[src/rtl/mem_port_arbiter_if.sv]
// Bundles the fetch port, data port and memory-side signals of the unified
// memory arbiter; slave is the arbiter's view, master the core/memory view.
interface mem_port_arbiter_if #(
    parameter int ADDR_W = 32,
    parameter int DATA_W = 32
);
    logic              i_req;
    logic [ADDR_W-1:0] i_addr;
    logic              i_abort;
    logic [DATA_W-1:0] i_rdata;
    logic              i_ready;

    logic              d_req;
    logic              d_we;
    logic [ADDR_W-1:0] d_addr;
    logic [DATA_W-1:0] d_wdata;
    logic [DATA_W-1:0] d_rdata;
    logic              d_ready;

    logic              mem_en;
    logic              mem_we;
    logic [ADDR_W-1:0] mem_addr;
    logic [DATA_W-1:0] mem_wdata;
    logic [DATA_W-1:0] mem_rdata;

    modport slave (
        input  i_req, i_addr, i_abort,
        output i_rdata, i_ready,
        input  d_req, d_we, d_addr, d_wdata,
        output d_rdata, d_ready,
        output mem_en, mem_we, mem_addr, mem_wdata,
        input  mem_rdata
    );

    modport master (
        output i_req, i_addr, i_abort,
        input  i_rdata, i_ready,
        output d_req, d_we, d_addr, d_wdata,
        input  d_rdata, d_ready,
        input  mem_en, mem_we, mem_addr, mem_wdata,
        output mem_rdata
    );
endinterface

[src/rtl/mem_port_arbiter.sv]
// Shares one fixed-latency single-ported memory between the fetch and data
// ports: round-robin grant in IDLE, then ISSUE -> WAIT (MEM_LAT cycles) -> RESP.
module mem_port_arbiter #(
    parameter int ADDR_W  = 32,
    parameter int DATA_W  = 32,
    parameter int MEM_LAT = 2
) (
    input  logic                clk,
    input  logic                rst,
    mem_port_arbiter_if.slave   bus
);
    localparam int CNT_W = (MEM_LAT > 1) ? $clog2(MEM_LAT) : 1;

    typedef enum logic [1:0] {IDLE, ISSUE, WAIT, RESP} state_t;
    typedef enum logic {PORT_I = 1'b0, PORT_D = 1'b1} port_t;

    state_t             state_reg;
    port_t              grant_reg;
    port_t              last_grant_reg;
    logic [CNT_W-1:0]   cnt_reg;
    logic               cancel_reg;
    logic               op_we_reg;
    logic [DATA_W-1:0]  i_rdata_reg;
    logic [DATA_W-1:0]  d_rdata_reg;
    logic               i_ready_reg;
    logic               d_ready_reg;
    logic               mem_en_reg;
    logic               mem_we_reg;
    logic [ADDR_W-1:0]  mem_addr_reg;
    logic [DATA_W-1:0]  mem_wdata_reg;

    logic               grant_d_next;
    logic               abort_now;
    logic               cancel_next;

    // Data port wins unless the fetch port is alone or it was served last.
    always_comb begin
        grant_d_next = 1'b0;
        if (bus.d_req && (!bus.i_req || last_grant_reg == PORT_I)) begin
            grant_d_next = 1'b1;
        end
    end

    // An abort arriving in the capture cycle itself must still suppress the update.
    assign abort_now   = bus.i_abort && (grant_reg == PORT_I) && (state_reg != IDLE);
    assign cancel_next = cancel_reg || abort_now;

    always_ff @(posedge clk or posedge rst) begin
        if (rst) begin
            state_reg      <= IDLE;
            grant_reg      <= PORT_I;
            last_grant_reg <= PORT_I;
            cnt_reg        <= '0;
            cancel_reg     <= 1'b0;
            op_we_reg      <= 1'b0;
            i_rdata_reg    <= '0;
            d_rdata_reg    <= '0;
            i_ready_reg    <= 1'b0;
            d_ready_reg    <= 1'b0;
            mem_en_reg     <= 1'b0;
            mem_we_reg     <= 1'b0;
            mem_addr_reg   <= '0;
            mem_wdata_reg  <= '0;
        end else begin
            i_ready_reg <= 1'b0;
            d_ready_reg <= 1'b0;
            mem_en_reg  <= 1'b0;
            mem_we_reg  <= 1'b0;

            case (state_reg)
                IDLE: begin
                    cancel_reg <= 1'b0;
                    if (bus.i_req || bus.d_req) begin
                        grant_reg      <= grant_d_next ? PORT_D : PORT_I;
                        last_grant_reg <= grant_d_next ? PORT_D : PORT_I;
                        mem_addr_reg   <= grant_d_next ? bus.d_addr : bus.i_addr;
                        mem_wdata_reg  <= grant_d_next ? bus.d_wdata : '0;
                        mem_we_reg     <= grant_d_next && bus.d_we;
                        op_we_reg      <= grant_d_next && bus.d_we;
                        mem_en_reg     <= 1'b1;
                        state_reg      <= ISSUE;
                    end
                end

                ISSUE: begin
                    cnt_reg    <= CNT_W'(MEM_LAT - 1);
                    cancel_reg <= cancel_next;
                    state_reg  <= WAIT;
                end

                WAIT: begin
                    cancel_reg <= cancel_next;
                    if (cnt_reg == '0) begin
                        state_reg <= RESP;
                        if (grant_reg == PORT_D) begin
                            d_ready_reg <= 1'b1;
                            if (!op_we_reg) begin
                                d_rdata_reg <= bus.mem_rdata;
                            end
                        end else if (!cancel_next) begin
                            i_ready_reg <= 1'b1;
                            i_rdata_reg <= bus.mem_rdata;
                        end
                    end else begin
                        cnt_reg <= cnt_reg - CNT_W'(1);
                    end
                end

                RESP: begin
                    cancel_reg <= 1'b0;
                    state_reg  <= IDLE;
                end

                default: state_reg <= IDLE;
            endcase
        end
    end

    assign bus.i_rdata   = i_rdata_reg;
    assign bus.i_ready   = i_ready_reg;
    assign bus.d_rdata   = d_rdata_reg;
    assign bus.d_ready   = d_ready_reg;
    assign bus.mem_en    = mem_en_reg;
    assign bus.mem_we    = mem_we_reg;
    assign bus.mem_addr  = mem_addr_reg;
    assign bus.mem_wdata = mem_wdata_reg;
endmodule

[src/flat_wrapper.sv]
// flat-port wrapper written by rule: the top's interface ports become plain ports
module mem_port_arbiter_flat 
#(
    parameter int ADDR_W  = 32,
    parameter int DATA_W  = 32,
    parameter int MEM_LAT = 2
)
  (clk, rst, bus_i_req, bus_i_addr, bus_i_abort, bus_i_rdata, bus_i_ready, bus_d_req, bus_d_we, bus_d_addr, bus_d_wdata, bus_d_rdata, bus_d_ready, bus_mem_en, bus_mem_we, bus_mem_addr, bus_mem_wdata, bus_mem_rdata);
  mem_port_arbiter_if #(.ADDR_W(ADDR_W), .DATA_W(DATA_W)) bus_i ();
  input  logic clk;
  input  logic rst;
  input wire logic [$bits(bus_i.i_req)-1:0] bus_i_req;
  input wire logic [$bits(bus_i.i_addr)-1:0] bus_i_addr;
  input wire logic [$bits(bus_i.i_abort)-1:0] bus_i_abort;
  output wire logic [$bits(bus_i.i_rdata)-1:0] bus_i_rdata;
  output wire logic [$bits(bus_i.i_ready)-1:0] bus_i_ready;
  input wire logic [$bits(bus_i.d_req)-1:0] bus_d_req;
  input wire logic [$bits(bus_i.d_we)-1:0] bus_d_we;
  input wire logic [$bits(bus_i.d_addr)-1:0] bus_d_addr;
  input wire logic [$bits(bus_i.d_wdata)-1:0] bus_d_wdata;
  output wire logic [$bits(bus_i.d_rdata)-1:0] bus_d_rdata;
  output wire logic [$bits(bus_i.d_ready)-1:0] bus_d_ready;
  output wire logic [$bits(bus_i.mem_en)-1:0] bus_mem_en;
  output wire logic [$bits(bus_i.mem_we)-1:0] bus_mem_we;
  output wire logic [$bits(bus_i.mem_addr)-1:0] bus_mem_addr;
  output wire logic [$bits(bus_i.mem_wdata)-1:0] bus_mem_wdata;
  input wire logic [$bits(bus_i.mem_rdata)-1:0] bus_mem_rdata;
  assign bus_i.i_req = bus_i_req;
  assign bus_i.i_addr = bus_i_addr;
  assign bus_i.i_abort = bus_i_abort;
  assign bus_i_rdata = bus_i.i_rdata;
  assign bus_i_ready = bus_i.i_ready;
  assign bus_i.d_req = bus_d_req;
  assign bus_i.d_we = bus_d_we;
  assign bus_i.d_addr = bus_d_addr;
  assign bus_i.d_wdata = bus_d_wdata;
  assign bus_d_rdata = bus_i.d_rdata;
  assign bus_d_ready = bus_i.d_ready;
  assign bus_mem_en = bus_i.mem_en;
  assign bus_mem_we = bus_i.mem_we;
  assign bus_mem_addr = bus_i.mem_addr;
  assign bus_mem_wdata = bus_i.mem_wdata;
  assign bus_i.mem_rdata = bus_mem_rdata;
  mem_port_arbiter #(.ADDR_W(ADDR_W), .DATA_W(DATA_W), .MEM_LAT(MEM_LAT)) u_core (.clk(clk), .rst(rst), .bus(bus_i));
endmodule
[config.mk]
export PLATFORM = sky130hd
export DESIGN_NAME = mem_port_arbiter_flat
export DESIGN_NICKNAME = d
export VERILOG_FILES = /design/src/rtl/mem_port_arbiter_if.sv /design/src/rtl/mem_port_arbiter.sv /design/src/flat_wrapper.sv
export SDC_FILE = /design/constraint.sdc
export NUM_CORES = 1
export LEC_CHECK = 0
export ABC_AREA = 1
export BUFFER_PORTS_ARGS = -buffer_cell sky130_fd_sc_hd__buf_2
export CORE_ASPECT_RATIO = 1.75
export CORE_MARGIN = 1.5
export CORE_UTILIZATION = 30
export CTS_BUF_LIST = sky130_fd_sc_hd__clkbuf_16
export DETAILED_ROUTE_END_ITERATION = 8
export PLACE_DENSITY = 0.65
export SETUP_SLACK_MARGIN = 0.1
export SLEW_MARGIN = 20
export SYNTH_ARGS = -nofsm -noshare
export SYNTH_HDL_FRONTEND = slang
export SYNTH_SLANG_ARGS = --single-unit
[constraint.sdc]
create_clock -name clk -period 4.2 [get_ports clk]
set_clock_uncertainty 0.05 [all_clocks]
set_input_delay 0.84 -clock clk [delete_from_list [all_inputs] [get_ports clk]]
set_output_delay 0.84 -clock clk [all_outputs]
set_load 0.02 [all_outputs]
==> flow_summary_export.csv, run 1 <==
group,metric,value,unit
clock_tree,clock_path_buffers,2,
critical_path,r2r_start,"u_core.state_reg[0]",
global_route,grt_pass1_vias,5668,
yosys,synthArstFlopShare,1.00,
detailed_routing,drcViolationCount,0,
critical_path,required,4.45,ns
timing,slew_headroom,0.294,
global_route,grt_pass1_wl,28.6,mm
yosys,synth.avg_cell_area,8.34,sq um
detailed_routing,dr.pass1.iters,4,
place,place_congestion,0.803,
place,place_ws,1.62,ns
yosys,syn_area,5870,sq um
yosys,synthTopCellsByArea,"dfrtp_1 (59%), nand2_1 (21%), nand3_1 (5.5%), nand4_1 (3.5%), o21ai_0 (2.9%)",
critical_path,cp-start-kind,"flip-flop",
clock_tree,numCtsBuffers,17,
yosys,yosys_warnings,0,
timing,fin_crit_sh,0.543,
global_route,grt.met1_usage,0.191,
timing,min_period,2.28,ns
detailed_routing,wire_per_inst,15.1,microns
timing,hold_violations,0,
floorplanning,chipWidth,109,microns
critical_path,r2r_cells,8,
run_status,status,"finished, final reports clean",
detailed_routing,viasPerCell,4.62,
place,post-place-cells,1175,
yosys,ys.flop_type,"dfrtp_1",
timing,tns,0,ns
global_route,grt.busiest_layer,"met2",
place,hpwl,12.2,mm
global_route,globalRouteMet3Util,0.0501,
global_route,grtUsageTotal,0.184,
global_route,met2_usage,0.337,
clock_tree,cts_sinks,138,
floorplanning,rows,67,
final_layout,fin_nets,1089,
global_route,grt.overflow.total,0,
floorplanning,die_h,188,microns
critical_path,max_stage_delay,0.71,ns
clock_tree,post_cts_buffers,0,
critical_path,cp.buffers_inverters,2,
yosys,yosysTopAreaCell,"dfrtp_1",
critical_path,path_delay_family,"simple AND/OR/NAND/NOR gates",
critical_path,worst-path-stages,8,
timing,slew_viol_final,0,
floorplanning,core_area,19200,sq um
clock_tree,clk_pin_slew_worst_paths,0.06,ns
worst_hold_path,min_path_type,"reg -> reg",
final_layout,final_cells,1202,
clock_tree,cts_hold_buf,0,
detailed_routing,wirelength,18.2,mm
yosys,synthCells,704,
pwr,powerDensity,809,nW/um^2
yosys,synth_cell_types,22,
clock_tree,clock_latency,0.41,ns
run,maxCapViolations,0,
place,numPortBuffers,265,
yosys,synth_edf_count,0,
timing,rsz0062_at_grt,"no",
worst_hold_path,hold_start,"u_core.bus.d_rdata[30]",
floorplanning,dieArea,20400,sq um
clock_tree,cts_tree,"built",
global_route,grt_max_degree,139,
floorplanning,start_util,0.306,
critical_path,crit_path_end_kind,"flip-flop",
floorplanning,io-pin-count,266,
place,placed_cell_area,7380,sq um
detailed_routing,final_antenna_net_count,0,
critical_path,cp_max_fo,34,
global_route,antenna_found_initial,1,
yosys,synth_top_cell_area_share,0.588,
timing,worstMarginPinSlew,1.05,ns
yosys,syn_nets,840,
clock_tree,clock-root-buffer,"clkbuf_16",
clock_tree,htree_levels,4,
pwr,worst_ir_drop_vdd,0.309,mV
yosys,ys_seq_area_frac,0.588,
critical_path,path_cells,"inv_1 -> ha_1 -> nand2_1 -> nor2_4 -> nand2_1 -> buf_4 -> nand2_1 -> nand2_1",
critical_path,critical_path_class,"reg -> reg",
worst_hold_path,whs_path_depth,2,
critical_path,cp_common_cell,"nand2_1",
critical_path,critPathLaunch,"u_core.state_reg[0]",
critical_path,arrival,2.53,ns
clock_tree,cts.repair.resized,0,
final_layout,final_cell_area,7880,sq um
detailed_routing,drtIter0Drc,338,
yosys,ys_seq_elements,138,
timing,worst_slack,1.92,ns
critical_path,slowest_stage,"nor2_4",
detailed_routing,vias,5558,
final_layout,post-route-util,0.410,
timing,timing.fmax,0.439,GHz
final_layout,syn2layout_area_growth,34.2,%
final_layout,antenna_cells,0,
pwr,p_leak,4.64,nW
timing,setup_violations,0,
final_layout,drive_above_1_share,0.316,
[final timing paths]
check                                           to  slack [ns]
setup / recovery            u_core.bus.d_rdata[12]        1.92
hold / removal              u_core.bus.d_rdata[30]        0.41
setup reg to reg            u_core.bus.d_rdata[12]        1.92
max in group asynchronous  u_core.bus.mem_addr[31]        2.95
hold reg to reg             u_core.bus.d_rdata[30]        0.41
min in group asynchronous  u_core.bus.mem_addr[24]        0.60
[cell families after synthesis]
logic type / share of synthesized area
fa+ha+maj: 0.00426
flops: 0.588
buf+inv: 0.0638
simple gates: 0.309
compound gates: 0.0341
[layer usage]
metal	up-vias	share of wire
met1	2602	0.37
met3	29	0.059
met4	2	0.025
met5	-	0.00055
met2	209	0.54
li1	2716	-
[cells in the mapped netlist (3+ instances only)]
cell type / count
clkbuf_1: 11
buf_1: 3
nand2_1: 329
nor2_1: 5
nand4_1: 33
nand3_1: 65
inv_1: 41
o21ai_0: 34
buf_2: 27
dfrtp_1: 138
[tightest hold or removal path, delay by kind of cell (launching register included)]
family | cells | cell delay, ns
simple gates | 2 | 0.09
flops | 1 | 0.34
[stage by stage]
stage,total power [W],hold slack [ns]
2_1_floorplan,0.00406,0.428
3_3_place_gp,0.00507,0.398
3_5_place_dp,0.00511,0.403
4_1_cts,0.00646,0.417
5_1_grt,0.00686,0.433
6_report,0.00637,0.412
[report_power, final]
group | switching, W | total [W] | internal [W]
clock network | 0.000537 | 0.00132 | 0.000779
logic | 0.00192 | 0.00276 | 0.000836
registers | 0.000335 | 0.00229 | 0.00196
total | 0.00279 | 0.00637 | 0.00358
[placed cells by master, fill, tap and decap left out]
cell,netlist,layout
a21oi_1,2,2
buf_12,0,1
buf_2,27,265
buf_4,1,8
bufinv_16,0,1
clkbuf_16,0,17
clkinv_1,2,3
clkinv_2,0,4
clkinvlp_4,0,1
dfrtp_1,138,138
ha_1,2,2
inv_1,41,44
inv_2,2,2
nand2_1,329,329
nand2_2,2,2
nand3_1,65,65
nand4_1,33,33
nor2_1,5,5
nor2_2,1,1
nor2_4,1,1
o21ai_0,34,34
o21ai_1,1,1
o21ai_4,0,1
o22ai_1,1,1
[area by class of cell]
| type | count | area, sq um |
|---|---|---|
| Clock buffer | 17 | 425 |
| Multi-Input combinational cell | 477 | 2050 |
| Inverter | 45 | 173 |
| Tap cell | 241 | 302 |
| Fill cell | 1997 | 11300 |
| Timing Repair Buffer | 274 | 1410 |
| Sequential cell | 138 | 3450 |
| Clock inverter | 10 | 68.8 |
Power figures use the tool's default switching activity.
==> run 2: changes to the inputs <==
- ABC_AREA: 1 -> 0
- PLACE_DENSITY: 0.65 -> 0.64
- clock period: 4.2 -> 2.4 ns (I/O delays scaled with it)
==> run 2 against run 1 <==
Effect of this change:
- hold slack got worse by 0.33 ns
- utilization increased by 2.2 points
- sequential share of layout area rose by 1.5 points
- count of clock-buffer cells in the layout unchanged
- clock power grew 96%
- via count decreased by 25%
- maximum frequency grew 24%
- global-route usage shrank 3.3 points
- register-to-register slack got worse by 1.4 ns
- critical endpoint is now u_core.bus.d_rdata[31]
- largest cell class unchanged
==> flow_summary_export.csv, run 2 <==
group,metric,value,unit
yosys,ys.flop_type,"dfrtp_1",
floorplanning,start_util,0.308,
clock_tree,cts_sinks,138,
pwr,powerDensity,1490,nW/um^2
floorplanning,chipWidth,105,microns
timing,min_period,1.84,ns
yosys,ys_seq_area_frac,0.636,
floorplanning,rows,64,
yosys,ys_seq_elements,138,
global_route,grt_pass1_wl,22.5,mm
place,post-place-cells,895,
global_route,grt_max_degree,56,
critical_path,cp-start-kind,"flip-flop",
final_layout,antenna_cells,0,
detailed_routing,viasPerCell,4.53,
final_layout,nFillCells,1758,
critical_path,crit_path_end_kind,"flip-flop",
yosys,synth.avg_cell_area,13.1,sq um
clock_tree,cts.repair.resized,0,
critical_path,path_cells,"inv_1 -> ha_1 -> and3b_1 -> and2b_2 -> buf_12 -> mux2_2",
detailed_routing,final_antenna_net_count,0,
global_route,grt.busiest_layer,"met2",
worst_hold_path,min_path_type,"in -> async",
critical_path,arrival,2.07,ns
floorplanning,core_area,17600,sq um
timing,worstMarginPinSlew,0.722,ns
final_layout,fin_nets,819,
clock_tree,clock-root-buffer,"clkbuf_16",
yosys,synthCells,416,
yosys,yosys_warnings,0,
run_status,status,"finished, final reports clean",
timing,hold_violations,0,
timing,rsz0062_at_grt,"no",
critical_path,slowest_stage,"dfrtp_1",
yosys,synth_top_cell_area_share,0.636,
run,maxCapViolations,0,
yosys,synthTopCellsByArea,"dfrtp_1 (64%), mux2_2 (6.6%), a21oi_1 (5.9%), mux2_4 (5.5%), a22o_1 (5.2%)",
final_layout,final_cell_mix,"buf_2 (265), dfrtp_1 (138), a21oi_1 (64)",
yosys,yosysTopAreaCell,"dfrtp_1",
detailed_routing,wire_per_inst,15.3,microns
clock_tree,clk_pin_slew_worst_paths,0.06,ns
detailed_routing,wirelength,14.2,mm
clock_tree,clock_latency,0.40,ns
yosys,syn_nets,552,
final_layout,post-route-util,0.433,
yosys,ys_top_cells_by_count,"dfrtp_1 (138), a21oi_1 (64), nor2_1 (35)",
floorplanning,die_h,181,microns
critical_path,max_stage_delay,0.38,ns
timing,slew_headroom,0.518,
yosys,synthArstFlopShare,1.00,
place,place_congestion,0.795,
place,hpwl,10.1,mm
floorplanning,io-pin-count,266,
clock_tree,post_cts_buffers,0,
timing,setup_violations,0,
final_layout,final_common_cell,"buf_2",
timing,slew_viol_final,0,
floorplanning,dieArea,18900,sq um
final_layout,syn2layout_area_growth,40.4,%
clock_tree,numCtsBuffers,17,
yosys,synth_edf_count,0,
detailed_routing,dr.pass1.iters,4,
timing,fin_crit_sh,0.767,
pwr,p_leak,3.98,nW
clock_tree,cts_tree,"built",
clock_tree,cts_hold_buf,0,
global_route,grt_pass1_vias,4365,
detailed_routing,vias,4193,
timing,timing.fmax,0.543,GHz
critical_path,cp_max_fo,32,
critical_path,critical_path_class,"reg -> reg",
global_route,grtUsageTotal,0.152,
detailed_routing,drtIter0Drc,134,
critical_path,required,2.63,ns
global_route,met2_usage,0.276,
final_layout,drive_above_1_share,0.521,
pwr,worst_ir_drop_vdd,0.461,mV
clock_tree,clock_path_buffers,2,
global_route,grt.overflow.total,0,
place,numPortBuffers,265,
yosys,synth_cell_types,28,
final_layout,final_cells,926,
timing,tns,0,ns
global_route,grt.met1_usage,0.167,
clock_tree,htree_levels,4,
global_route,globalRouteMet3Util,0.0379,
global_route,antenna_found_initial,1,
yosys,syn_area,5430,sq um
detailed_routing,drcViolationCount,0,
yosys,yosysMostFrequentCell,"dfrtp_1",
-- run 2: through the flow --
stage          total power, W  hold WS (ns)  instance area (sq um)  setup slack (ns)
2_1_floorplan         0.00713         0.392                   5430             0.149
3_3_place_gp          0.00874         0.416                   7040             0.602
3_5_place_dp          0.00885         0.424                   7040             0.552
4_1_cts                0.0115        0.0717                   7620             0.542
5_1_grt                0.0120        0.0990                   7620             0.467
6_report               0.0113        0.0785                   7620             0.560
-- run 2: area by class of cell --
cell class / count / area, sq um / share of cell area
inverters: 6 / 26.3 / 0.00345
repair buffers: 275 / 1450 / 0.190
clock buffers: 17 / 425 / 0.0558
well taps: 231 / 289 / 0.0379
clock inverters: 14 / 156 / 0.0205
multi-input cells: 245 / 1820 / 0.239
flip-flops and latches: 138 / 3450 / 0.453
-- run 2: where the power goes --
group	leakage (nW)	switching (W)	internal [W]
sequential	1.69	0.000559	0.00344
combinational	2.00	0.00283	0.00192
clock	0.291	0.000972	0.00162
-- run 2: kinds of logic (layout without fill, tap and decap cells) --
kind of cell | count (synthesis) | count (layout) | share of synthesized area
adder cells (fa/ha/maj) | 2 | 2 | 0.00461
multiplexers | 66 | 66 | 0.150
flip-flops | 138 | 138 | 0.636
AND/OR/NAND/NOR | 73 | 73 | 0.0551
buffers and inverters | 33 | 312 | 0.0311
AO/OA/AOI/OAI | 104 | 104 | 0.123
-- run 2: per-layer routing --
| metal | wire length [microns] | up-vias |
|---|---|---|
| met5 | 7 | - |
| met4 | 312 | 2 |
| met3 | 821 | 21 |
| met2 | 7560 | 176 |
| met1 | 5510 | 2014 |
| li1 | - | 1980 |
-- run 2: path summary, 6_finish.rpt --
check	from	endpoint	slack [ns]	cells after the start
max	u_core.state_reg[0]	u_core.bus.d_rdata[31]	0.56	6
min	rst	u_core.bus.d_rdata[26]	0.08	2
max reg2reg	u_core.state_reg[0]	u_core.bus.d_rdata[31]	0.56	6
min reg2reg	u_core.bus.d_rdata[23]	u_core.bus.d_rdata[23]	0.43	1
max in group asynchronous	rst	u_core.bus.mem_addr[8]	1.56	3
min in group clk	bus_d_wdata[26]	u_core.bus.mem_wdata[26]	0.24	2
-- run 2: critical path, delay by kind of cell, from the launching register on --
kind	cells	cell delay (ns)
buf+inv	2	0.32
mux	1	0.36
simple gates	2	0.35
flops	1	0.38
fa+ha+maj	1	0.24
